**src/rtl/shift_sequencer_if.sv**
```systemverilog
// Command/result handshake bundle for shift_sequencer.
// master = requester side, slave = sequencer side.
interface shift_sequencer_if #(
   parameter int WIDTH = 4,
   parameter int AMT_W = 3
);
   logic             cmd_valid;
   logic             cmd_ready;
   logic [1:0]       cmd_op;
   logic [WIDTH-1:0] cmd_data;
   logic [AMT_W-1:0] cmd_amt;
   logic             res_valid;
   logic             res_ready;
   logic [WIDTH-1:0] res_data;

   modport master (
      output cmd_valid, cmd_op, cmd_data, cmd_amt, res_ready,
      input  cmd_ready, res_valid, res_data
   );

   modport slave (
      input  cmd_valid, cmd_op, cmd_data, cmd_amt, res_ready,
      output cmd_ready, res_valid, res_data
   );
endinterface

```
**src/rtl/shift_sequencer.sv**
```systemverilog
// Multi-bit shift sequencer driving a single-step universal shift register.
// Define SHIFT_SEQ_ROTATE_EN to enable op 11 as rotate-right.
module shift_sequencer #(
   parameter int WIDTH = 4,
   parameter int AMT_W = 3
) (
   input  logic             clk,
   input  logic             rst,
   shift_sequencer_if.slave bus,
   output logic             sr_c1,
   output logic             sr_c0,
   output logic             sr_enb,
   output logic             sr_sli,
   output logic             sr_sri,
   output logic [WIDTH-1:0] sr_in,
   input  logic [WIDTH-1:0] sr_out
);

   localparam int CW = $clog2(WIDTH + 1);
   localparam logic [AMT_W:0] WIDTH_A = (AMT_W + 1)'(WIDTH);

   typedef enum logic [1:0] {
      IDLE,
      LOAD,
      SHIFT,
      DONE
   } state_t;

   typedef enum logic [1:0] {
      OP_SHL = 2'b00,
      OP_SHR = 2'b01,
      OP_SAR = 2'b10,
      OP_ROR = 2'b11
   } op_t;

   state_t           state;
   op_t              op_q;
   op_t              op_eff;
   logic [WIDTH-1:0] data_q;
   logic [CW-1:0]    cnt_q;
   logic [CW-1:0]    cnt_eff;
   logic [AMT_W:0]   amt_x;
   logic             rdy_q;
   logic             vld_q;
   logic             enb_q;
   logic [1:0]       mode_q;

   assign amt_x = {1'b0, bus.cmd_amt};

   // Decode the incoming command into the op and count to be latched.
   always_comb begin
      op_eff = op_t'(bus.cmd_op);
      if (amt_x >= WIDTH_A) cnt_eff = CW'(WIDTH);
      else                  cnt_eff = CW'(amt_x);
`ifdef SHIFT_SEQ_ROTATE_EN
      if (op_eff == OP_ROR) cnt_eff = CW'(amt_x % WIDTH_A);
`else
      if (op_eff == OP_ROR) op_eff = OP_SHR;
`endif
   end

   // Sequencer FSM; control outputs are registered for the next state.
   always_ff @(posedge clk) begin
      if (rst) begin
         state  <= IDLE;
         op_q   <= OP_SHL;
         data_q <= '0;
         cnt_q  <= '0;
         rdy_q  <= 1'b1;
         vld_q  <= 1'b0;
         enb_q  <= 1'b0;
         mode_q <= 2'b00;
      end else begin
         unique case (state)
            IDLE: begin
               if (bus.cmd_valid) begin
                  op_q   <= op_eff;
                  data_q <= bus.cmd_data;
                  cnt_q  <= cnt_eff;
                  state  <= LOAD;
                  rdy_q  <= 1'b0;
                  enb_q  <= 1'b1;
                  mode_q <= 2'b11;
               end
            end
            LOAD: begin
               if (cnt_q != '0) begin
                  state  <= SHIFT;
                  mode_q <= (op_q == OP_SHL) ? 2'b10 : 2'b01;
               end else begin
                  state  <= DONE;
                  enb_q  <= 1'b0;
                  mode_q <= 2'b00;
                  vld_q  <= 1'b1;
               end
            end
            SHIFT: begin
               cnt_q <= cnt_q - 1'b1;
               if (cnt_q == CW'(1)) begin
                  state  <= DONE;
                  enb_q  <= 1'b0;
                  mode_q <= 2'b00;
                  vld_q  <= 1'b1;
               end
            end
            DONE: begin
               if (bus.res_ready) begin
                  state <= IDLE;
                  vld_q <= 1'b0;
                  rdy_q <= 1'b1;
               end
            end
         endcase
      end
   end

   // Control outputs are forced quiet while reset is held.
   assign bus.cmd_ready = rdy_q & ~rst;
   assign bus.res_valid = vld_q & ~rst;
   assign bus.res_data  = sr_out;
   assign sr_enb        = enb_q & ~rst;
   assign sr_c1         = mode_q[1] & ~rst;
   assign sr_c0         = mode_q[0] & ~rst;
   assign sr_sli        = 1'b0;

   // Parallel input and right-shift fill bit selection.
   always_comb begin
      sr_in  = '0;
      sr_sri = 1'b0;
      if (!rst) begin
         case (state)
            LOAD: sr_in = data_q;
            SHIFT: begin
               sr_in = sr_out;
               if (op_q == OP_SAR) sr_sri = sr_out[WIDTH-1];
`ifdef SHIFT_SEQ_ROTATE_EN
               if (op_q == OP_ROR) sr_sri = sr_out[0];
`endif
            end
            default: ;
         endcase
      end
   end

endmodule

```
**src/flat_wrapper.sv**
```systemverilog
// flat-port wrapper written by rule: the top's interface ports become plain ports
module shift_sequencer_flat 
#(
   parameter int WIDTH = 4,
   parameter int AMT_W = 3
)
  (clk, rst, sr_c1, sr_c0, sr_enb, sr_sli, sr_sri, sr_in, sr_out, bus_cmd_valid, bus_cmd_op, bus_cmd_data, bus_cmd_amt, bus_res_ready, bus_cmd_ready, bus_res_valid, bus_res_data);
  shift_sequencer_if #(.WIDTH(WIDTH), .AMT_W(AMT_W)) bus_i ();
  input  logic clk;
  input  logic rst;
  output logic sr_c1;
  output logic sr_c0;
  output logic sr_enb;
  output logic sr_sli;
  output logic sr_sri;
  output logic [WIDTH-1:0] sr_in;
  input  logic [WIDTH-1:0] sr_out;
  input wire logic [$bits(bus_i.cmd_valid)-1:0] bus_cmd_valid;
  input wire logic [$bits(bus_i.cmd_op)-1:0] bus_cmd_op;
  input wire logic [$bits(bus_i.cmd_data)-1:0] bus_cmd_data;
  input wire logic [$bits(bus_i.cmd_amt)-1:0] bus_cmd_amt;
  input wire logic [$bits(bus_i.res_ready)-1:0] bus_res_ready;
  output wire logic [$bits(bus_i.cmd_ready)-1:0] bus_cmd_ready;
  output wire logic [$bits(bus_i.res_valid)-1:0] bus_res_valid;
  output wire logic [$bits(bus_i.res_data)-1:0] bus_res_data;
  assign bus_i.cmd_valid = bus_cmd_valid;
  assign bus_i.cmd_op = bus_cmd_op;
  assign bus_i.cmd_data = bus_cmd_data;
  assign bus_i.cmd_amt = bus_cmd_amt;
  assign bus_i.res_ready = bus_res_ready;
  assign bus_cmd_ready = bus_i.cmd_ready;
  assign bus_res_valid = bus_i.res_valid;
  assign bus_res_data = bus_i.res_data;
  shift_sequencer #(.WIDTH(WIDTH), .AMT_W(AMT_W)) u_core (.clk(clk), .rst(rst), .bus(bus_i), .sr_c1(sr_c1), .sr_c0(sr_c0), .sr_enb(sr_enb), .sr_sli(sr_sli), .sr_sri(sr_sri), .sr_in(sr_in), .sr_out(sr_out));
endmodule
```
**config.mk**
```make
export PLATFORM = sky130hd
export DESIGN_NAME = shift_sequencer_flat
export DESIGN_NICKNAME = d
export VERILOG_FILES = /design/src/rtl/shift_sequencer_if.sv /design/src/rtl/shift_sequencer.sv /design/src/flat_wrapper.sv
export SDC_FILE = /design/constraint.sdc
export NUM_CORES = 1
export LEC_CHECK = 0
export BUFFER_PORTS_ARGS = -buffer_cell sky130_fd_sc_hd__buf_2
export CAP_MARGIN = 40
export CORE_ASPECT_RATIO = 1.5
export CORE_MARGIN = 5
export CORE_UTILIZATION = 25
export CTS_CLUSTER_SIZE = 14
export DETAILED_ROUTE_END_ITERATION = 10
export MAX_ROUTING_LAYER = met4
export PLACE_DENSITY = 0.55
export SYNTH_ARGS = -nofsm -noshare
export SYNTH_HDL_FRONTEND = slang
export SYNTH_SLANG_ARGS = --single-unit
```
**constraint.sdc**
```tcl
create_clock -name clk -period 4.33 [get_ports clk]
set_input_delay 0.433 -clock clk [delete_from_list [all_inputs] [get_ports clk]]
set_output_delay 0.433 -clock clk [all_outputs]
set_load 0.02 [all_outputs]
```
==> metrics, run 1 <==
status finished clean; fin crit share 0.517; vias in the first global route 867; clk buf depth 2; clock insertion delay at the later pin of the skew report 0.25 ns; CTS tree yes; Critical-path top delay cell ha_1; Post-Syn Nets between 150 and 200; Async S/R FF share, synth 0; clk root buf clkbuf_8; starting density of the core 0.252; H-Tree Depth 1; power density cells approximately 600 nW/um^2; fraction of layout cells with a size suffix above 1 0.250; Int Power 0.430 mW; fmax around 0.45 GHz; VDD IR max between 0.0002 and 0.0003 V; Leak 0.547 nW; number of synthesized flops with an enable pin 0; Post-CTS Setup Bufs 0; clock buffer count from CTS 3; CP max stage delay about 0.44 ns; DRC Markers 0; Synth Area in Simple Gates 0.258; xor/xnor cell area share of the yosys netlist 0; CP Cell Sequence inv_1 > ha_1 > nand2_1 > nor4b_1 > buf_2; Synth Flop Type dfxtp_1; drt via density around 4.6; fraction of the mapped netlist area in adder cells 0.131; Post-layout nets between 150 and 200; Yosys top cell area share 0.304; worst path arrival time roughly 1.8 ns; switching pwr 0.313 mW; Crit Reg-Reg Startpoint u_core.state[1]; Yosys warnings 0; Critical Path RT roughly 4 ns; Post-CTS Hold Buffers 0; HP Start bus_cmd_data[3]; r2r setup slk around 2.5 ns; number of distinct library cells after synthesis 33; Post-CTS Resized 0; post-route ant nets 0; average wire per standard cell around 12 um; routability cong. about 0.74; Crit path max-delay family adder cells; DR iter-0 viols 43; Synth top cells by count 16 x dfxtp_1, 16 x nor2_1, 13 x nand2_1; die height just under 90 um; largest net degree at the start of global routing 24; Netlist Area Pre-Place about 1100 um^2; synthesis-stage register bit count 16; Worst-path clk slew 0.06 ns; Seq pwr share 0.304; grt total ovfl 0; core area 4170 um^2; post-synthesis compound-gate area fraction 0.173; Rows 29; WHS Endpoint u_core.data_q[3]; drt first pass iters 4; Worst Clk Skew between 0.002 and 0.003 ns; vias ~900; Worst Path Max Fanout 11; RSZ-0062 raised after global routing no; Period minus WS final roughly 2.2 ns; Worst R2R Path Depth 6; Hold/Removal Path Class primary input to flop; Die W roughly 63 um; Area contributors post-synth dfxtp_1 30%, ha_1 13%, a21oi_1 5.7%, nor2_1 5.7%, nor2b_1 4.8%; Mapped Cells 130; HPWL after DPL 1.87 mm; fin util 0.296; global-route wire length before repair between 4 and 5 mm; CTS sink cnt 16; clock network power share 0.150; I/O pin cnt 32; die area 5640 um^2; largest family of logic cells by synthesized area simple AND/OR/NAND/NOR gates; Synth-to-Final Area Change 17.1%; IO Port Bufs 30; Sw Share 0.421; Comb power frac 0.546; startpoint types flop; register area share after synthesis 0.304; worst r2r dst u_core.enb_q; setup TNS 0 ns; Final Max Slew Viols 0; crit path buf inv count 2; Synth Area per Inst between 8 and 9 um^2; Hold Path Stages 3; final setup fails 0; multiplexer share of the synthesized area 0.0439; max_cap viols 0; CP Class flop to output pin; antenna cells 0; post-synth top area cell dfxtp_1; Final Hold Fails 0; initial antenna violation count 0; area occupied by multi-input gates roughly 640 um^2; GRT Overall Usage 0.0941; # fillers 453; Sequential Area 320 um^2; Routed WL roughly 2.4 mm; critical path capture point type output pin
-- kinds of logic after synthesis --
kind of cell | count (synthesis)
other cells | 1
compound gates | 27
mux | 4
flops | 16
buf+inv | 17
fa+ha+maj | 11
simple gates | 54
-- power by group through the flow --
| stage | clock network [mW] | registers [mW] | logic (mW) |
|---|---|---|---|
| floorplan | 0 | 0.221 | 0.340 |
| detailed placement | 0 | 0.229 | 0.411 |
| finish | 0.112 | 0.225 | 0.406 |
| global route | 0.122 | 0.231 | 0.469 |
| global placement | 0 | 0.228 | 0.413 |
| CTS | 0.116 | 0.226 | 0.414 |
-- state kept, by name (all words and copies together), names as in the netlist --
register	count
u_core.state	2
u_core.vld_q	1
u_core.mode_q	2
u_core.enb_q	1
u_core.cnt_q	3
u_core.data_q	4
u_core.rdy_q	1
u_core.op_q	2
-- worst max path at each step --
stage	startpoint	endpoint	slack [ns]	cells after the start
after floorplan	u_core.state[0]	sr_sri	2.10	5
after global placement	u_core.state[0]	sr_sri	2.36	5
after detailed placement	u_core.state[0]	sr_sri	2.35	5
after CTS	u_core.state[0]	sr_sri	2.06	5
after global routing	u_core.state[0]	sr_sri	1.91	5
final	u_core.state[0]	sr_sri	2.09	5
-- final cells by class --
class	count	share of cell area
multi-input cells	97	0.520
flip-flops and latches	16	0.260
repair buffers	30	0.122
well taps	46	0.0467
clock buffers	3	0.0335
inverters	6	0.0183
-- worst register-to-register path, delay by kind of cell, from the launching register on --
family,cells,cell delay (ns)
AND/OR/NAND/NOR,2,0.29
buffers and inverters,1,0.14
AO/OA/AOI/OAI,1,0.30
flip-flops,1,0.45
multiplexers,1,0.27
adder cells (fa/ha/maj),1,0.32
-- cells in the final DEF, fill, tap and decap left out, drive strengths merged, types with 2 or more instances in the layout --
| cell | n |
|---|---|
| inv | 6 |
| dfxtp | 16 |
| nand3 | 6 |
| mux2i | 2 |
| nor3b | 2 |
| nand2b | 3 |
| buf | 30 |
| ha | 11 |
| nor3 | 2 |
| nand2 | 13 |
| clkbuf | 3 |
| a22oi | 3 |
| o21ai | 2 |
| a21oi | 12 |
| mux2 | 2 |
| nor2b | 9 |
| a211oi | 4 |
| nor2 | 16 |
-- metal layers --
layer	vias up	track usage	share of wire
li1	475	-	-
met1	396	0.0997	0.41
met2	25	0.162	0.50
met3	5	0.0252	0.064
met4	0	0.0463	0.020
met5	-	-	0
-- per-stage QoR --
step	instance area [um^2]	power, mW	setup WS [ns]	instances	hold slack [ns]
after global routing	1230	0.822	1.91	198	0.446
after detailed placement	1190	0.641	2.35	195	0.453
final	1230	0.743	2.09	198	0.429
after global placement	1190	0.640	2.36	195	0.446
after floorplan	1050	0.561	2.10	130	0.436
after CTS	1230	0.756	2.06	198	0.426
Power figures use the tool's default switching activity.
==> run 2, diff against run 1 <==
ABC_AREA = 1   (was unset)
PLACE_DENSITY = 0.56   (was 0.55)
clock period = 2 ns   (was 4.33 ns; I/O delays follow)
==> run 2 against run 1 <==
Against the previous run:
- synthesized cell count rose by 19%
- sequential power is 130% higher
- global-route usage hardly changed
- combinational power up 120%
- largest cell class unchanged
==> metrics, run 2 <==
status finished clean (unchanged); Area contributors post-synth dfxtp_1 30%, ha_1 13%, nand2_1 11%, nor2_1 8.1%, inv_1 6.4% (was dfxtp_1 30%, ha_1 13%, a21oi_1 5.7%, nor2_1 5.7%, nor2b_1 4.8%); die height 89.8 um (was 89.5 um); fin crit share 0.911; RSZ-0062 raised after global routing no (unchanged); average wire per standard cell 11.1 um (was 12.0 um); number of synthesized flops with an enable pin 0 (unchanged); Sw Share 0.453 (was 0.421); Yosys warnings 0 (unchanged); starting density of the core 0.255 (was 0.252); clk buf depth 2 (unchanged); Post-Syn Nets 183 (was 158); worst path arrival time 1.62 ns (was 1.81 ns); Worst Path Max Fanout 7 (was 11); startpoint types flop (unchanged); Worst Clk Skew 0.00343 ns (was 0.00275 ns); vias 1012 (was 901); Netlist Area Pre-Place 1060 um^2 (was 1050 um^2); largest net degree at the start of global routing 11 (was 24); IO Port Bufs 30 (unchanged); fin util 0.307 (was 0.296); CTS tree yes (unchanged); Comb power frac 0.526 (was 0.546); critical path capture point type output pin (unchanged); register area share after synthesis 0.302 (was 0.304); most frequent cells in the layout 30 x nand2_1, 30 x buf_2, 23 x nor2_1 (was 30 x buf_2, 16 x nor2_1, 16 x dfxtp_1); Period minus WS final around 1.8 ns; WHS Endpoint u_core.op_q[1] (was u_core.data_q[3]); CTS sink cnt 16 (unchanged); grt total ovfl 0 (unchanged); clock buffer count from CTS 3 (unchanged); clk root buf clkbuf_8 (unchanged); Critical-path top delay cell dfxtp_2 (was ha_1); Async S/R FF share, synth 0 (unchanged); Synth-to-Final Area Change 20.6% (was 17.1%); Final Hold Fails 0 (unchanged); DR iter-0 viols 41 (was 43); Rows 29 (unchanged); CP Cell Sequence inv_1 > ha_1 > nand2_1 > nor3_1 > buf_2 (was inv_1 > ha_1 > nand2_1 > nor4b_1 > buf_2); CP max stage delay 0.36 ns (was 0.44 ns); I/O pin cnt 32 (unchanged); vias in the first global route 1002 (was 867); most frequent cell after synthesis nand2_1; Critical Path RT 1.80 ns (was 3.90 ns); Hold Path Stages 3 (unchanged); setup TNS 0 ns (unchanged); Routed WL 2.54 mm (was 2.37 mm); r2r setup slk 0.49 ns (was 2.46 ns); Final Max Slew Viols 0 (unchanged); max_cap viols 0 (unchanged); CP Class flop to output pin (unchanged); worst r2r dst u_core.mode_q[0] (was u_core.enb_q); Largest regs u_core.data_q: 4 flops, u_core.cnt_q: 3 flops (unchanged); Seq pwr share 0.299 (was 0.304); core area 4170 um^2 (unchanged); HPWL after DPL 2.04 mm (was 1.87 mm); synthesis-stage register bit count 16 (unchanged); drt first pass iters 4 (unchanged); Post-layout nets 212 (was 182); H-Tree Depth 1 (unchanged); Synth Area per Inst 6.85 um^2 (was 8.10 um^2); power density cells 1340 nW/um^2 (was 602 nW/um^2); Largest register FFs 4 (unchanged); Crit path max-delay family flip-flops (was adder cells); crit path buf inv count 2 (unchanged); Mapped Cells 155 (was 130); post-synth top area cell dfxtp_1 (unchanged); final setup fails 0 (unchanged); Top reg by flops u_core.data_q (unchanged); Crit Reg-Reg Startpoint u_core.state[1] (unchanged); routability cong. 0.815 (was 0.744); switching pwr 0.775 mW (was 0.313 mW); Worst R2R Path Depth 8 (was 6); Leak 0.639 nW (was 0.547 nW); fraction of layout cells with a size suffix above 1 0.262 (was 0.250); Hold/Removal Path Class primary input to flop (unchanged); Synth Flop Type dfxtp_1 (unchanged); Synth top cells by count 30 x nand2_1, 23 x nor2_1, 18 x inv_1 (was 16 x dfxtp_1, 16 x nor2_1, 13 x nand2_1); Int Power 0.937 mW (was 0.430 mW); number of distinct library cells after synthesis 24 (was 33); global-route wire length before repair 4.23 mm (was 4.08 mm); Worst-path clk slew 0.07 ns (was 0.06 ns); antenna cells 0 (unchanged); DRC Markers 0 (unchanged); Die W 63.2 um (was 63.0 um); Yosys top cell area share 0.302 (was 0.304); clock insertion delay at the later pin of the skew report 0.26 ns (was 0.25 ns); # fillers 461 (was 453); drt via density 4.42 (was 4.55); VDD IR max 0.000422 V (was 0.000279 V); clock network power share 0.174 (was 0.150); GRT Overall Usage 0.0939 (was 0.0941); die area 5680 um^2 (was 5640 um^2); fmax 0.549 GHz; initial antenna violation count 0 (unchanged); post-route ant nets 0 (unchanged); CP Launch Point u_core.state[0] (unchanged); HP Start bus_cmd_op[1] (was bus_cmd_data[3])
==> run 2: cell types whose count changed after synthesis, moves of 3 or more <==
cell	previous run	this run
inv_2	0	3
nand2_1	13	30
o21ai_0	2	7
nor2_1	16	23
clkbuf_1	4	0
nor2b_1	8	0
o21ai_1	0	4
inv_1	6	18
nand2b_1	3	0
a211oi_1	3	0
nand2_2	0	3
==> run 2: layout make-up <==
cell class,instances,area (um^2),area share
clock buffer,4,55.1,0.0430
inverter,21,78.8,0.0615
multi-input combinational,111,611,0.477
sequential,16,322,0.251
tap,46,57.6,0.0449
timing repair buffer,31,158,0.123
==> run 2: worst max-delay path by stage <==
| stage | endpoint | slack (ns) | cells past startpoint |
|---|---|---|---|
| final | sr_sri | 0.18 | 5 |
| after CTS | sr_sri | 0.10 | 5 |
| after global routing | sr_in[2] | 0.06 | 5 |
| after detailed placement | sr_sri | 0.39 | 5 |
| after floorplan | sr_sri | 0.46 | 4 |
| after global placement | sr_sri | 0.39 | 5 |
==> run 2: repair_timing <==
action	4_1_cts	5_1_grt
hold buffers	0	0
buffers inserted	0	0
resized for setup	0	1
endpoints found under the setup margin	0	2
==> run 2: cells by family (layout without fill, tap and decap cells) <==
group	Yosys count	after routing	synth area share
and+or+nand+nor	72	72	0.298
buffers and inverters	28	56	0.124
AOI/OAI and AO/OA	27	27	0.144
DFF	16	16	0.302
adders and majority gates	11	11	0.130
other	1	1	0.00353
==> run 2: power by group through the flow <==
stage          clock [mW]  sequential [mW]  combinational, mW
3_5_place_dp            0            0.519              0.910
4_1_cts             0.309            0.511              0.918
2_1_floorplan           0            0.499              0.721
3_3_place_gp            0            0.515              0.908
5_1_grt             0.315            0.527               1.04
6_report            0.299            0.512              0.900
==> run 2: tightest hold or removal path: cells and delay by family <==
family	cells	cell delay [ns]
buf+inv	1	0.08
compound gates	1	0.07
simple gates	1	0.06
==> run 2: through the flow <==
stage	power [mW]	setup slack, ns	instance area (um^2)	std cells	hold slack (ns)
3_5_place_dp	1.43	0.390	1220	225	0.446
2_1_floorplan	1.22	0.461	1060	155	0.339
4_1_cts	1.74	0.102	1280	229	0.185
5_1_grt	1.89	0.0564	1280	229	0.196
3_3_place_gp	1.42	0.386	1220	225	0.444
6_report	1.71	0.178	1280	229	0.185
==> run 2: metal layers <==
| layer | up-vias | GRT usage | wire length, um |
|---|---|---|---|
| met1 | 440 | 0.0941 | 1040 |
| li1 | 537 | - | - |
| met3 | 6 | 0.0262 | 166 |
| met2 | 29 | 0.166 | 1270 |
| met5 | - | - | 0 |
| met4 | 0 | 0.0416 | 51 |
